<file path="src/rtl/seq_detect_param_pkg.sv">
// Shared constants for the serial pattern detectors.
package seq_detect_param_pkg;

  // Classic 1010 pattern loaded after reset by default.
  localparam logic [3:0] PAT_RST_DEFAULT = 4'b1010;

endpackage

</file>
<file path="src/rtl/seq_detect_param_sat_counter.sv">
// Saturating event counter with sticky overflow flag; clear wins over increment.
module sat_counter #(
  parameter int W = 8
) (
  input  logic         clk,
  input  logic         reset,
  input  logic         inc,
  input  logic         clr,
  output logic [W-1:0] q,
  output logic         ovf
);

  always_ff @(posedge clk or negedge reset) begin
    if (!reset) begin
      q   <= '0;
      ovf <= 1'b0;
    end else if (clr) begin
      q   <= '0;
      ovf <= 1'b0;
    end else if (inc) begin
      if (&q) begin
        ovf <= 1'b1;
      end else begin
        q <= q + W'(1);
      end
    end
  end

endmodule

</file>
<file path="src/rtl/seq_detect_param.sv">
// Parametrised serial pattern detector with run-time loadable pattern,
// selectable overlap matching and a saturating match counter.
module seq_detect_param
  import seq_detect_param_pkg::*;
#(
  parameter int             N       = 4,
  parameter logic [N-1:0]   PAT_RST = N'(PAT_RST_DEFAULT),
  parameter int             CNT_W   = 8
) (
  input  logic             clk,
  input  logic             reset,
  input  logic             x,
  input  logic             en,
  input  logic             overlap,
  input  logic             load,
  input  logic [N-1:0]     pattern_in,
  input  logic             clr_cnt,
  output logic             z,
  output logic [CNT_W-1:0] count,
  output logic             ovf
);

  localparam int            FW        = $clog2(N + 1);
  localparam logic [FW-1:0] FILL_FULL = FW'(N);

  logic [N-1:0]  pat;
  logic [N-1:0]  hist;
  logic [FW-1:0] fill;
  logic [N-1:0]  shifted;
  logic [FW-1:0] fill_inc;
  logic          sample;
  logic          match;

  // fill counts bits received since reset/load/non-overlap match, capped at N.
  always_comb begin
    shifted  = {hist[N-2:0], x};
    fill_inc = (fill == FILL_FULL) ? FILL_FULL : fill + FW'(1);
    sample   = en & ~load;
    match    = sample && (fill_inc == FILL_FULL) && (shifted == pat);
  end

  always_ff @(posedge clk or negedge reset) begin
    if (!reset) begin
      pat  <= PAT_RST;
      hist <= '0;
      fill <= '0;
      z    <= 1'b0;
    end else if (load) begin
      pat  <= pattern_in;
      fill <= '0;
      z    <= 1'b0;
    end else begin
      z <= match;
      if (sample) begin
        hist <= shifted;
        fill <= (match && !overlap) ? '0 : fill_inc;
      end
    end
  end

  sat_counter #(
    .W(CNT_W)
  ) u_cnt (
    .clk  (clk),
    .reset(reset),
    .inc  (match),
    .clr  (clr_cnt),
    .q    (count),
    .ovf  (ovf)
  );

endmodule

</file>
<file path="config.mk">
export PLATFORM = sky130hd
export DESIGN_NAME = seq_detect_param
export DESIGN_NICKNAME = d
export VERILOG_FILES = /design/src/rtl/seq_detect_param_pkg.sv /design/src/rtl/seq_detect_param_sat_counter.sv /design/src/rtl/seq_detect_param.sv
export SDC_FILE = /design/constraint.sdc
export NUM_CORES = 1
export LEC_CHECK = 0
export CORE_MARGIN = 8
export CORE_UTILIZATION = 55
export CTS_BUF_LIST = sky130_fd_sc_hd__clkbuf_8
export DETAILED_ROUTE_END_ITERATION = 12
export HOLD_SLACK_MARGIN = 0.12
export PLACE_DENSITY = 0.85
export SLEW_MARGIN = 20
export SYNTH_ARGS = -nofsm -noshare
export SYNTH_HDL_FRONTEND = slang
export SYNTH_SLANG_ARGS = --single-unit
</file>
<file path="constraint.sdc">
create_clock -name clk -period 4.9 [get_ports clk]
set_input_delay 0.735 -clock clk [delete_from_list [all_inputs] [get_ports clk]]
set_output_delay 0.735 -clock clk [all_outputs]
set_load 0.02 [all_outputs]
</file>
Word level (Yosys, flattened, before mapping)
Index checks and enable logic that the tools add are counted.
{"block": "word_totals", "regBits": 20, "inputBits": 11, "output_inout_bits": 10, "elab_cells": 36}
{"block": "classes", "addsub": 2, "n_eq_ne": 4, "n_mux": 11, "n_bitwise": 2, "n_reduce_logical": 11}
{"operator": "8-bit 2-to-1 mux", "count": 3}
{"operator": "3-bit 2-to-1 mux", "count": 4}
{"operator": "8-bit by 1-bit adder with 8-bit output (second input constant)", "count": 1}
{"operator": "8-bit AND reduction", "count": 1}
{"operator": "3-bit == test (second input constant)", "count": 2}
{"operator": "2-bit AND reduction", "count": 3}
{"operator": "2-bit nonzero test", "count": 3}
{"operator": "4-bit == test", "count": 1}
{"operator": "1-bit 2-to-1 mux", "count": 4}
{"operator": "3-bit by 1-bit adder with 3-bit output (second input constant)", "count": 1}
{"operator": "1-bit logical AND", "count": 3}
{"operator": "2-bit inequality test (second input constant)", "count": 1}
{"operator": "1-bit AND", "count": 1}
{"operator": "1-bit zero test", "count": 1}
{"operator": "1-bit inverter", "count": 1}

Depth between registers and ports, before layout
Gate-level depths: netlist (run 1).
{"block": "logic_depth", "ltp_word": 9, "ltp_mapped": 7}

By module
A second synthesis (run 1) with hierarchy kept.
{"block": "unflattened", "hier_cells": 93, "hier_area_um2": 1053.5}
{"module": "seq_detect_param", "instances": 1, "cells_per_inst": 45, "area_each_um2": 564.3}
{"module": "sat_counter", "instances": 1, "cells_per_inst": 48, "area_each_um2": 489.2}

Least setup slack after synthesis (run 1)
Ideal clock, no wire load.
{"block": "synth_timing", "path_kind": "in2reg", "from": "input load", "to": "register u_cnt.q[7]", "setup_time_ns": 0.128, "t_arrival_ns": 1.880, "required_ns": 4.772, "slack_ns": 2.892, "stages": 6, "path_buffers": 1, "path_cell_list": "buf_6 nand2b_4 nor3_4 nand3_1 nor3_1 mux2_1"}
{"block": "synth_via", "elab_chain_len": 6}
{"item": "from (decl)", "line_no": "seq_detect_param.sv:15", "source": "input logic load,"}
{"item": "1-bit inverter (no source line)"}
{"item": "1-bit AND", "line_no": "seq_detect_param.sv:38", "source": "sample = en & ~load;"}
{"item": "1-bit logical AND (2 in series)", "line_no": "seq_detect_param.sv:39", "source": "match = sample && (fill_inc == FILL_FULL) && (shifted == pat);"}
{"item": "2-bit nonzero test (no source line)"}
{"item": "2-bit AND reduction (no source line)"}
{"item": "to (signal assigned)", "line_no": "seq_detect_param_sat_counter.sv:24", "source": "q <= q + W'(1);"}
{"item": "to (decl)", "line_no": "seq_detect_param_sat_counter.sv:9", "source": "output logic [W-1:0] q,"}
No other way between the ends.
A chain may end at the register's enable or synchronous reset.

Worst setup path after layout (run 1)
Ends and elaborated chain as after synthesis.

==> results of run 1 <==
how the worst max path moves through the flow:
stage / start / endpoint / slack [ns] / depth (start not counted)
2_1_floorplan: load / u_cnt.q[7] / 2.89 / 6
5_1_grt: load / u_cnt.q[7] / 2.37 / 6
4_1_cts: load / u_cnt.q[7] / 2.49 / 6
3_3_place_gp: load / u_cnt.q[7] / 2.32 / 6
3_5_place_dp: load / u_cnt.q[7] / 2.22 / 6
6_report: load / u_cnt.q[7] / 2.48 / 6
cell usage in the layout, fill, tap and decap left out:
master and n:
nand3_1 4, inv_1 3, mux2_2 7, nor4_4 1, mux2i_1 3, nor2_1 10
dfstp_2 2, clkdlybuf4s50_1 20, and3_2 1, a21oi_1 8, nor2b_1 1, nand4_1 1
xor2_1 5, nand2_1 2, nor3_4 1, and3b_1 1, nand2b_1 1, or3_1 3
nand4_4 1, nand2b_4 1, o21ai_0 4, dfrtp_1 18, mux2_1 2, ha_1 3
nor4_1 1, nor3_1 5, clkbuf_8 4
registers in the layout, indices dropped and copies added, names as in the netlist:
name	flops
u_cnt.ovf	1
pat	4
u_cnt.q	8
hist	3
fill	3
z	1
area by class of cell:
cell class,count,share of cell area
inverter,3,0.00869
timing repair buffer,20,0.154
sequential,20,0.388
multi-input combinational,66,0.382
clock buffer,4,0.0425
tap,25,0.0241
per-stage QoR:
| step | area [µm²] | instances |
|---|---|---|
| floorplan | 1030 | 91 |
| global placement | 1240 | 134 |
| detailed placement | 1240 | 134 |
| CTS | 1300 | 138 |
| global route | 1300 | 138 |
| finish | 1300 | 138 |
metal layers:
metal | up-vias | wire [µm]
met5 | - | 0
met4 | 0 | 49
met3 | 6 | 119
met2 | 26 | 1040
met1 | 391 | 882
li1 | 369 | -
worst max-delay path, delay by kind of cell:
family / cells / cell delay [ns]
and+or+nand+nor: 4 / 0.92
muxes: 1 / 0.34
buffers and inverters: 1 / 0.55
power by group through the flow:
stage	clock, µW	combinational, µW	sequential (µW)
final	123	50.1	186
after global routing	130	54.9	187
after detailed placement	0	50.1	189
after floorplan	0	34.1	187
after global placement	0	48.6	188
after CTS	124	51.0	186
cell families after synthesis:
family                   after synthesis  synth area share
AND/OR/NAND/NOR                       34             0.217
flip-flops                            20             0.490
AO/OA/AOI/OAI                         12            0.0585
multiplexers                          12             0.128
XOR/XNOR                               5            0.0427
buffers and inverters                  5            0.0268
adder cells (fa/ha/maj)                3            0.0366
==> results_dict.tcl, run 1 <==
set metrics [dict create \
    finalSetupTns_ns 0 \
    irDropWorstVdd_v 0.000258 \
    ys_dominant_reg_cell "dfrtp_1" \
    postCtsHoldBufs 0 \
    worst_clock_skew_ns 0.00213 \
    antenna_found_initial 0 \
    timing.final.crit_share 0.493 \
    fin_crit_ns 2.42 \
    timing.fmax_ghz 0.414 \
    fp.dieH_um 59.2 \
    postCtsSetupRepairBufs 0 \
    run_status "finished clean" \
    timing.rr.end "u_cnt.q[7]" \
    clkSlewWorstSetupHoldPaths_ns 0.07 \
    cts_tree "done" \
    clock_tree.htree_level_count 1 \
    netlist_area_um2 1030 \
    power.share.sequential 0.518 \
    synth_edf_count 0 \
    routedWlPerCell_um 15.2 \
    min-delay-path-class "flip-flop to flip-flop" \
    area.growth.synth_to_final_pct 26.3 \
    worst-path-max-fanout 8 \
    async_reset_ff_frac 1.00 \
    clk_latency_ns 0.25 \
    fill_cells 120 \
    report.final.setup_viol 0 \
    port_buffers 20 \
    synth.largest_area_cell "dfrtp_1" \
    grtUsageMet2 0.208 \
    drcViolationCount 0 \
    source_of_the_worst_register_to_register_timing_path "fill[0]" \
    synth-seq-area-share 0.490 \
    initial_core_util 0.588 \
    design.core.area_um2 1750 \
    timing.max_slew.rel_slack 0.416 \
    rows 15 \
    cts.repair.resized 0 \
    critical_path_required_ns 5.04 \
    slew_violations 0 \
    cts-root-to-sink-buffers 2 \
    die_x_um 59.2 \
    tightest_slew_ns 0.873 \
    ctsRootBufferMaster "clkbuf_8" \
    gr-usage-met1 0.150 \
    ys_ff_latch 20 \
    pre_cts_slack_ns 2.22 \
    route.antenna.remaining_nets 0 \
    syn_nets 105 \
    synthTopCellsByCount "18 x dfrtp_1, 10 x nor2_1, 8 x a21oi_1" \
    dieArea_um2 3500 \
    final_layout_size_suffix_gt1_frac 0.159 \
    power_switching_uw 85.5 \
    rsz0062_at_grt "no" \
    p_total_uw 359 \
    synth_top_cells_by_area "dfrtp_1 44%, mux2_2 7.7%, dfstp_2 5.1%" \
    post-route-util 0.743 \
    critical_path.cell_chain "clkdlybuf4s50_1, nand2b_4, nor3_4, nand3_1, nor3_1, mux2_1" \
    total_routed_length_um 2090 \
    fin_nets 128 \
    timing_worst_setup_path_type "input pin to flip-flop" \
    worstHoldEndpoint "u_cnt.ovf" \
    cts_buffers 3 \
    critPathMaxStageDelay_ns 0.55 \
    storage_cell_area_um2 503 \
    detailroute.via_count 792 \
    setup.reg_to_reg.worst_slack_ns 2.85 \
    design.portCount 21 \
    antenna_cells_inserted 0 \
    gpl_wtd_cong 0.767 \
    timing.hold.worst.start "u_cnt.ovf" \
    groute.usage.overall 0.128 \
    report.final.hold_viol_count 0 \
    via_count_of_the_first_global_routing_pass 742 \
    switching_share 0.238 \
    maxCapViolations 0 \
    syn-instance-count 91 \
    power.leakage_uw 0.000552 \
    dp_hpwl_um 1640 \
    worst-r2r-cell-count 6 \
    syn_area_per_cell_um2 11.3 \
    power_frac_comb 0.139 \
    detail_route.vias_per_cell 5.74 \
    cell_internal_pwr_uw 274 \
    power.density_cell_area_nw_per_um2 277 \
    critical_path.startpoint_type "input pin" \
    drtIter0Drc 14 \
    cpMaxStageDelayCell "clkdlybuf4s50_1" \
    grt.busiest_layer "met2" \
    setup_slack_ns 2.48 \
    global_route.usage.met3 0.0347 \
    drt_pre_antenna_iters 4 \
    timing.critical_path.arrival_ns 2.55 \
    overflow 0 \
    yosysUniqueCellTypes 27 \
    min_hold_slack_ns 0.512 \
    pwr-share-clk 0.343 \
    whs_path_depth 2 \
    critPathCaptureType "flip-flop" \
    synth.yosys.warnings 0 \
    wire_length_of_the_first_global_routing_pass_um 3420 \
    multi_input_logic_area_um2 495 \
    cts.sinks 20 \
    synth.most_common_cell "dfrtp_1" \
    largest_net_degree_at_the_start_of_global_routing 21 \
    synth.top_cell.area_share 0.439 \
]
Note: power is estimated with default switching activity, not from simulation.
==> run 2, diff against run 1 <==
--- a/config.mk
+++ b/config.mk
@@ -6,11 +6,11 @@
 export NUM_CORES = 1
 export LEC_CHECK = 0
 export CORE_MARGIN = 8
-export CORE_UTILIZATION = 55
+export CORE_UTILIZATION = 47
 export CTS_BUF_LIST = sky130_fd_sc_hd__clkbuf_8
 export DETAILED_ROUTE_END_ITERATION = 12
 export HOLD_SLACK_MARGIN = 0.12
-export PLACE_DENSITY = 0.85
+export PLACE_DENSITY = 0.77
 export SLEW_MARGIN = 20
 export SYNTH_ARGS = -nofsm -noshare
 export SYNTH_HDL_FRONTEND = slang
==> constraint.sdc (replaced) <==
create_clock -name clk -period 2 [get_ports clk]
set_input_delay 0.3 -clock clk [delete_from_list [all_inputs] [get_ports clk]]
set_output_delay 0.3 -clock clk [all_outputs]
set_load 0.02 [all_outputs]
==> results_dict.tcl, run 2 (synthesis gave the netlist of run 1 again) <==
set metrics [dict create \
    postCtsHoldBufs 0 \
    final_cell_area_um2 1370 \
    port_buffers 20 \
    total_routed_length_um 2260 \
    clk_latency_ns 0.26 \
    timing.fmax_ghz 0.549 \
    cts.sinks 20 \
    worst-path-max-fanout 5 \
    cts_tree "done" \
    cts-root-to-sink-buffers 2 \
    min-delay-path-class "input pin to async pin" \
    fill_cells 191 \
    mostFrequentLayoutCell "clkdlybuf4s50_1" \
    dp_hpwl_um 1710 \
    drtIter0Drc 19 \
    timing.final.crit_share 0.911 \
    antenna_found_initial 0 \
    slew_violations 0 \
    overflow 0 \
    p_total_uw 899 \
    initial_core_util 0.482 \
    design.core.area_um2 2130 \
    largest_net_degree_at_the_start_of_global_routing 21 \
    ctsRootBufferMaster "clkbuf_8" \
    die_x_um 62.7 \
    design.portCount 21 \
    post_dp_cell_area_um2 1310 \
    tightest_slew_ns 0.396 \
    route.antenna.remaining_nets 0 \
    drt_pre_antenna_iters 4 \
    final_layout_size_suffix_gt1_frac 0.231 \
    timing_worst_setup_path_type "flip-flop to flip-flop" \
    report.final.hold_viol_count 0 \
    via_count_of_the_first_global_routing_pass 819 \
    rsz0062_at_grt "no" \
    dieArea_um2 3930 \
    largest_register_ff_count 8 \
    report.final.setup_viol 0 \
    drcViolationCount 0 \
    postCtsSetupRepairBufs 0 \
    fin_nets 136 \
    routedWlPerCell_um 15.2 \
    fin_cells 149 \
    maxCapViolations 0 \
    critical_path_required_ns 2.18 \
    critical_path.startpoint_type "flip-flop" \
    worst_clock_skew_ns 0.00316 \
    run_status "finished clean" \
    timing.max_slew.rel_slack 0.735 \
    detail_route.vias_per_cell 5.24 \
    fp.dieH_um 62.7 \
    groute.usage.overall 0.122 \
    highest_count_cells_in_the_layout_ignoring_fill_and_taps "20 x clkdlybuf4s50_1, 18 x dfrtp_1, 10 x nor2_1" \
    power.leakage_uw 0.000591 \
    area.growth.synth_to_final_pct 33.5 \
    placedCellCount 145 \
    irDropWorstVdd_v 0.000568 \
    rows 17 \
    fin_crit_ns 1.82 \
    clkSlewWorstSetupHoldPaths_ns 0.08 \
    power.density_cell_area_nw_per_um2 656 \
    detailroute.via_count 781 \
    setup.reg_to_reg.worst_slack_ns 0.18 \
    antenna_cells_inserted 0 \
    gpl_wtd_cong 0.793 \
    wire_length_of_the_first_global_routing_pass_um 3900 \
    layout_top_registers "u_cnt.q: 8 flops, pat: 4 flops" \
    cts_buffers 3 \
    critPathCaptureType "flip-flop" \
    timing.critical_path.arrival_ns 2.00 \
    registers.top_by_ff_count "u_cnt.q" \
    clock_tree.htree_level_count 1 \
]
## run 2: worst paths after layout
kind | startpoint | endpoint | depth (start not counted)
max | fill[0] | u_cnt.q[4] | 7
min | reset | hist[0] | 2
max reg2reg | fill[0] | u_cnt.q[4] | 7
min reg2reg | u_cnt.ovf | u_cnt.ovf | 2
max in group asynchronous | reset | pat[3] | 2
min in group clk | u_cnt.ovf | u_cnt.ovf | 2
## run 2: layout make-up
cell class                 count  area [µm²]  area share
multi-input combinational     66         505       0.369
sequential                    20         503       0.367
timing repair buffer          28         260       0.190
clock buffer                   4        55.1      0.0402
tap                           28        35.0      0.0256
inverter                       3        11.3     0.00822
## run 2: critical path, stage by stage (launching register included)
cell,delay (ns)
dfrtp_1,0.40
inv_1,0.06
ha_1,0.33
nor4_4,0.19
buf_4,0.18
nand4_4,0.12
or3_1,0.32
a21oi_1,0.14
## run 2: report_power, final
part	total (µW)	switching, µW	internal, µW
Sequential	454	20.5	434
Combinational	136	62.3	73.4
Clock	309	133	175
## run 2: metal layers
| metal | global-route usage | vias to the layer above | wire [µm] |
|---|---|---|---|
| met5 | 0 | - | 0 |
| met4 | 0.0712 | 0 | 54 |
| met3 | 0.0197 | 4 | 55 |
| met2 | 0.202 | 15 | 1180 |
| met1 | 0.145 | 379 | 969 |
| li1 | - | 383 | - |
## run 2: metrics by stage
stage               hold WS [ns]  setup WS (ns)   TNS [ns]   util
floorplan                0.00441          0.134          0      -
global placement           0.492      -0.000870  -0.000870  0.614
detailed placement         0.499        -0.0949     -0.202  0.614
CTS                        0.389         0.0143          0  0.642
global route               0.415         0.0599          0  0.644
finish                     0.382          0.178          0  0.644
## run 2: timing repair
item / in CTS / in global routing
resized for setup: 1 / 1
cloned: 0 / 0
setup endpoints to repair: 1 / 5
pin swaps: 0 / 1
==> run 3, diff against run 2 <==
--- a/config.mk
+++ b/config.mk
@@ -9,7 +9,6 @@
 export CORE_UTILIZATION = 47
 export CTS_BUF_LIST = sky130_fd_sc_hd__clkbuf_8
 export DETAILED_ROUTE_END_ITERATION = 12
-export HOLD_SLACK_MARGIN = 0.12
 export PLACE_DENSITY = 0.77
 export SLEW_MARGIN = 20
 export SYNTH_ARGS = -nofsm -noshare
==> results of run 3 <==
The final DEF is identical to that of run 2; final timing and power are the same.
